### src/rtl/load_seq.sv
// Write-command sequencer: buffers {addr, data} commands in a FIFO and issues one
// single-cycle load strobe per cycle toward the 4-way demux. Optional macro: LOAD_SEQ_BYPASS_EN.
module load_seq #(
    parameter int WIDTH = 16,
    parameter int DEPTH = 4
) (
    input  logic                     i_clk,
    input  logic                     i_reset,
    input  logic                     i_cmd_valid,
    output logic                     o_cmd_ready,
    input  logic [1:0]               i_cmd_addr,
    input  logic [WIDTH-1:0]         i_cmd_data,
    input  logic                     i_stall,
    output logic                     o_load,
    output logic [1:0]               o_sel,
    output logic [WIDTH-1:0]         o_data,
    output logic [$clog2(DEPTH):0]   o_count
);

    localparam int AW = $clog2(DEPTH);
    localparam int CW = AW + 1;

    typedef struct packed {
        logic [1:0]       addr;
        logic [WIDTH-1:0] data;
    } cmd_t;

    cmd_t          r_mem [DEPTH];
    logic [AW-1:0] r_wr_ptr;
    logic [AW-1:0] r_rd_ptr;
    logic [CW-1:0] r_count;
    logic          r_load;
    logic [1:0]    r_sel;
    logic [WIDTH-1:0] r_data;

    logic w_push;
    logic w_pop;
    logic w_bypass;
    logic w_fifo_wr;
    cmd_t w_in;
    cmd_t w_head;

    // Ready depends only on registered occupancy, never on valid or stall.
    assign o_cmd_ready = (r_count < CW'(DEPTH));
    assign w_push      = i_cmd_valid && o_cmd_ready;
    assign w_pop       = (r_count != '0) && !i_stall;

`ifdef LOAD_SEQ_BYPASS_EN
    // An empty queue lets a fresh command skip the FIFO; a non-empty head always wins.
    assign w_bypass = w_push && (r_count == '0) && !i_stall;
`else
    assign w_bypass = 1'b0;
`endif

    assign w_fifo_wr = w_push && !w_bypass;
    assign w_in      = {i_cmd_addr, i_cmd_data};
    assign w_head    = r_mem[r_rd_ptr];

    // NOTE: the storage array has no reset; stale entries are unreachable once the pointers and count clear.
    always_ff @(posedge i_clk) begin
        if (w_fifo_wr && !i_reset) begin
            r_mem[r_wr_ptr] <= w_in;
        end
    end

    // NOTE: all sequential state uses non-blocking assignments so every register samples pre-edge values.
    always_ff @(posedge i_clk) begin
        if (i_reset) begin
            r_wr_ptr <= '0;
            r_rd_ptr <= '0;
            r_count  <= '0;
            r_load   <= 1'b0;
            r_sel    <= 2'b00;
            r_data   <= '0;
        end else begin
            if (w_fifo_wr) begin
                r_wr_ptr <= r_wr_ptr + AW'(1);
            end
            if (w_pop) begin
                r_rd_ptr <= r_rd_ptr + AW'(1);
            end

            case ({w_fifo_wr, w_pop})
                2'b10:   r_count <= r_count + CW'(1);
                2'b01:   r_count <= r_count - CW'(1);
                default: r_count <= r_count;
            endcase

            if (w_pop) begin
                r_load <= 1'b1;
                r_sel  <= w_head.addr;
                r_data <= w_head.data;
            end else if (w_bypass) begin
                r_load <= 1'b1;
                r_sel  <= w_in.addr;
                r_data <= w_in.data;
            end else begin
                r_load <= 1'b0;
            end
        end
    end

    assign o_load  = r_load;
    assign o_sel   = r_sel;
    assign o_data  = r_data;
    assign o_count = r_count;

endmodule

### config.mk
export PLATFORM = sky130hd
export DESIGN_NAME = load_seq
export DESIGN_NICKNAME = d
export VERILOG_FILES = /design/src/rtl/load_seq.sv
export SDC_FILE = /design/constraint.sdc
export NUM_CORES = 1
export LEC_CHECK = 0
export ABC_AREA = 1
export BUFFER_PORTS_ARGS = -buffer_cell sky130_fd_sc_hd__buf_2
export CAP_MARGIN = 20
export CORE_ASPECT_RATIO = 2
export CORE_MARGIN = 2
export CORE_UTILIZATION = 50
export DETAILED_ROUTE_END_ITERATION = 10
export GPL_TIMING_DRIVEN = 1
export PLACE_DENSITY = 0.7
export SLEW_MARGIN = 40
export SYNTH_ARGS = -nofsm -noshare
export SYNTH_HDL_FRONTEND = slang
export SYNTH_SLANG_ARGS = --single-unit
export TNS_END_PERCENT = 5
### constraint.sdc
create_clock -name i_clk -period 2.01 [get_ports i_clk]
set_input_delay 0.1005 -clock i_clk [delete_from_list [all_inputs] [get_ports i_clk]]
set_output_delay 0.1005 -clock i_clk [all_outputs]
set_load 0.01 [all_outputs]
Yosys cells after proc, flatten, opt, wreduce, memory -nomap -nowiden:

Memories as Yosys holds them, arrays and structs flattened. A register that Yosys moved wholly into a read port is not among the register bits.
Index checks and enable logic that the tools add are counted.

* logic and storage cells: 23
* input port bits: 22
* memories: 1
* bits in writable memories: 72
* register bits after elaboration: 8

Memories
* r_mem: words 4, width 18, rd ports 1, clocked after memory_dff 1, write ports 1, line 28 `cmd_t r_mem [DEPTH];`

* reductions and logical operators: 7
* order comparisons: 1
* equality and inequality tests: 2
* $add $sub $neg: 4
* mux-type cells: 4

Operator list (count)
* $pmux 3 s2: 1
* $add 2x1->2 const B: 2
* $add 3x1->3 const B: 1
* $logic_and 1x1->1: 3
* $lt 3x3->1 const B: 1
* $mux 1: 3
* $reduce_bool 3->1: 1
* $sub 3x1->3 const B: 1
* $eq 2x1->1 const B: 1
* $eq 2x2->1 const B: 1
* $logic_not 1->1: 2
* $reduce_bool 2->1: 1

Logic depth before layout (Yosys ltp):

* depth in word-level cells: 5
* gate-level depth with buffers: 14
* gate-level depth less buffers: 13

Worst setup path before layout:

No wires, ideal clock.

* path type: flip-flop to flip-flop
* from: register r_count[1] (netlist: o_count[1])
* to: register r_count[2] (netlist: o_count[2])
* setup time: 0.113 ns
* cell stages (with the launch flop): 15
* slack: 0.224 ns
* arrival: 1.674 ns
* cell sequence: dfxtp_1 -> inv_2 -> nand2_1 -> nand2_1 -> buf_2 -> inv_2 -> ha_1 -> inv_1 -> fa_1 -> inv_1 -> nand2_1 -> nand3_1 -> nand2_1 -> nand2_1 -> nor2_1

* cells in the longest elaborated chain, start to end: 4
* elaborated cells on any way between the ends: 10

RTL lines
* from (decl): line 31 `logic [CW-1:0] r_count;`
* from (signal assigned): line 84 `2'b10: r_count <= r_count + CW'(1);`
* from (signal assigned): line 85 `2'b01: r_count <= r_count - CW'(1);`
* from (signal assigned): line 86 `default: r_count <= r_count;`
* $reduce_bool 3->1 *: line 46 `assign w_pop = (r_count != '0) && !i_stall;`
* $logic_and 1x1->1 *: line 46
* net w_pop: line 37 `logic w_pop;`
* $eq 2x1->1 / $eq 2x2->1 (equally long branches): line 83 `case ({w_fifo_wr, w_pop})`
* $pmux 3 s2 / $reduce_bool 2->1 (equally long branches)

Mark *: on every way through the listed nets, which the timed path passes. The rest lies on a longest branch.
A chain may end at the register's enable or synchronous reset.

Worst setup path in the final report:

* from: register r_count[2] (netlist: o_count[2])
* to: register r_count[2] (netlist: o_count[2])

Same word-level chain as after synthesis.

==> run metrics <==
Die Span X=68.9 um; TritonRoute pass-1 iters=4; Avg WL per Cell=13.4 um; Slowest Stage Delay on Critical Path=380 ps; Register-to-Register Setup Slack=310 ps; area grow syn2layout=20.0%; CTS buffer count=9; clock-pin slew on the worst setup and hold paths=60 ps; HPWL after detailed placement=5210 um; port buffer count=44; hold path startpoint=i_stall; Vias=2,964; global-route wire length before repair=13,200 um; largest net degree at the start of global routing=40; Worst Reg-to-Reg Cells=12; DRT Wirelength=8460 um; # Post-CTS Setup Buffers=0; Worst path depth=12; Worst Setup End Kind=flop; Syn Std Cell Area=4220 um^2; crit path time final=1700 ps; Slowest-stage cell, CP=fa_1; Place WS=349 ps; worst skew pair latency=340 ps; RSZ-0062 raised after global routing=false; CP Data Required Time=2290 ps; RePlAce Congestion=0.799; final setup skew=6.06 ps; Nets=557; crit path max fanout=3; GRT Resource Usage Total=20.2%; leakage=2.41 nW; Chip Height=134 um; multi-input logic area=1010 um^2; Yosys reg bits=98; total die area=9230 um^2; # Max-Cap Violations=0; mean post-synth cell area=9.16 um^2; clock root buffer master=clkbuf_16; Max Freq=0.589 GHz; Std-Cell Rows=47; CP startpoint=o_count[2]; r2r endpoint=o_count[2]; Worst setup endpoint=o_count[2]; setup TNS=0 ps; via/cell ratio=4.69; Tot Pwr=6.07 mW; share of post-route cells with drive strength above 1=20.0%; final setup margin=311 ps; CTS sink count=98; Reg area=2680 um^2; Gate Count Post-Synth=460; Antenna diodes=0; Setup Crit Path Kind=flop to flop; worst-path cell chain=nor2_1 -> nand2_1 -> nand2_1 -> inv_2 -> ha_1 -> inv_1 -> fa_1 -> nand2_1 -> nand3_1 -> nand2_1 -> nand2_1 -> nor2_1; initial antenna violation count=0; Critical Path Start Type=flop; register area share after synthesis=63.6%; Worst path top cell family by delay=simple AND/OR/NAND/NOR gates; detailed router's first-iteration violation count=184; slew at the pin closest to its max-slew limit=657 ps; I/O pin count=45; synth unique cells=16; Slew HR=56.1%; syn nets=488; Antenna Nets Post-Route=0; Ys Warns=0; P per Cell Area=1200 nW/um^2; Fillers=676; cell mode on critical path=nand2_1; vias in the first global route=2,884; commonest cells after routing, fill and taps aside=nand2_1 (137), edfxtp_1 (72), inv_1 (68); placed inst area=4530 um^2; FF-to-FF Start=o_count[2]; Remaining DRCs=0; initial core utilization=51.2%; most common cell after layout, fill and taps aside=nand2_1; maximum vdd drop=0.565 mV; Slew Limit Fails=0; count of final setup violators=0; area of the core=8230 um^2; Congestion Overflow GR=0; Tcrit/Tclk final=84.5%; Bufs and invs on worst path=2; Arrival @ worst endpoint=1980 ps; CTS tree=yes; H-Tree Depth=3; clk buf depth=2; post-route cell area=5060 um^2; Tightest Hold Check Type=input port to flop; status=finished, final reports clean; Fin. Hold Viols=0
worst reg2reg max path, stage by stage (launching register included):
cell	delay (ps)
dfxtp_1	370
nor2_1	60
nand2_1	70
nand2_1	80
inv_2	70
ha_1	160
inv_1	70
fa_1	380
nand2_1	90
nand3_1	90
nand2_1	60
nand2_1	40
nor2_1	100
power breakdown:
part	internal (mW)	switching (mW)	total [mW]
Sequential	2.44	0.160	2.60
Clock	1.21	0.705	1.91
Combinational	0.554	1.00	1.56
stage by stage:
| step | util, % | hold WS (ps) | std cells |
|---|---|---|---|
| 6_report | 61.4 | 74.4 | 632 |
| 4_1_cts | 61.4 | 62.2 | 632 |
| 3_5_place_dp | 55.0 | 320 | 597 |
| 2_1_floorplan | - | 170 | 460 |
| 5_1_grt | 61.4 | 87.9 | 632 |
| 3_3_place_gp | 55.0 | 309 | 597 |
cells in the mapped netlist, drive strengths merged:
cell    count  area (um^2)
nand3      39          195
edfxtp     72         2160
a21oi       5         25.0
ha          5         62.6
nor2       46          173
clkbuf      2         7.51
buf        15          109
o21ai       5         25.0
inv       105          394
nand2     137          514
dfxtp      26          521
clkinv      2         7.51
fa          1         20.0
state kept, by name, indices dropped and copies added, names as in the netlist:
register / count
o_load: 1
o_data: 16
r_mem: 72
r_wr_ptr: 2
o_count: 3
r_rd_ptr: 2
o_sel: 2
final cells by class:
type                       count  share of cell area, %
inverter                     107                   7.94
clock buffer                  10                   4.53
tap                           98                   2.42
timing repair buffer          75                   9.90
clock inverter                 6                   2.10
multi-input combinational    238                   20.1
sequential                    98                   53.0
cell families after synthesis:
group / synth area share, %
buffers and inverters: 12.3
AO/OA/AOI/OAI: 1.19
flip-flops: 63.6
adder cells (fa/ha/maj): 1.96
AND/OR/NAND/NOR: 20.9
layer usage:
| layer | vias up | part of all wire (%) | GRT usage [%] |
|---|---|---|---|
| met5 | - | 0 | 0 |
| met4 | 0 | 1.9 | 10.0 |
| met3 | 12 | 3.2 | 4.11 |
| met2 | 54 | 57 | 36.7 |
| met1 | 1368 | 38 | 20.7 |
| li1 | 1530 | - | - |
what timing repair did:
action / CTS / global route
hold buffers: 19 / 0
gates resized for setup: 0 / 0
endpoints found under the hold margin: 74 / 0
how the worst min path moves through the flow:
stage,cells after the start,slack [ps],end
after global placement,1,310,r_mem[0][6]
after global routing,4,90,r_rd_ptr[1]
after CTS,4,60,r_rd_ptr[1]
after floorplan,1,170,r_rd_ptr[1]
final,4,70,r_rd_ptr[1]
after detailed placement,1,320,r_mem[1][6]
Power figures use the tool's default switching activity.
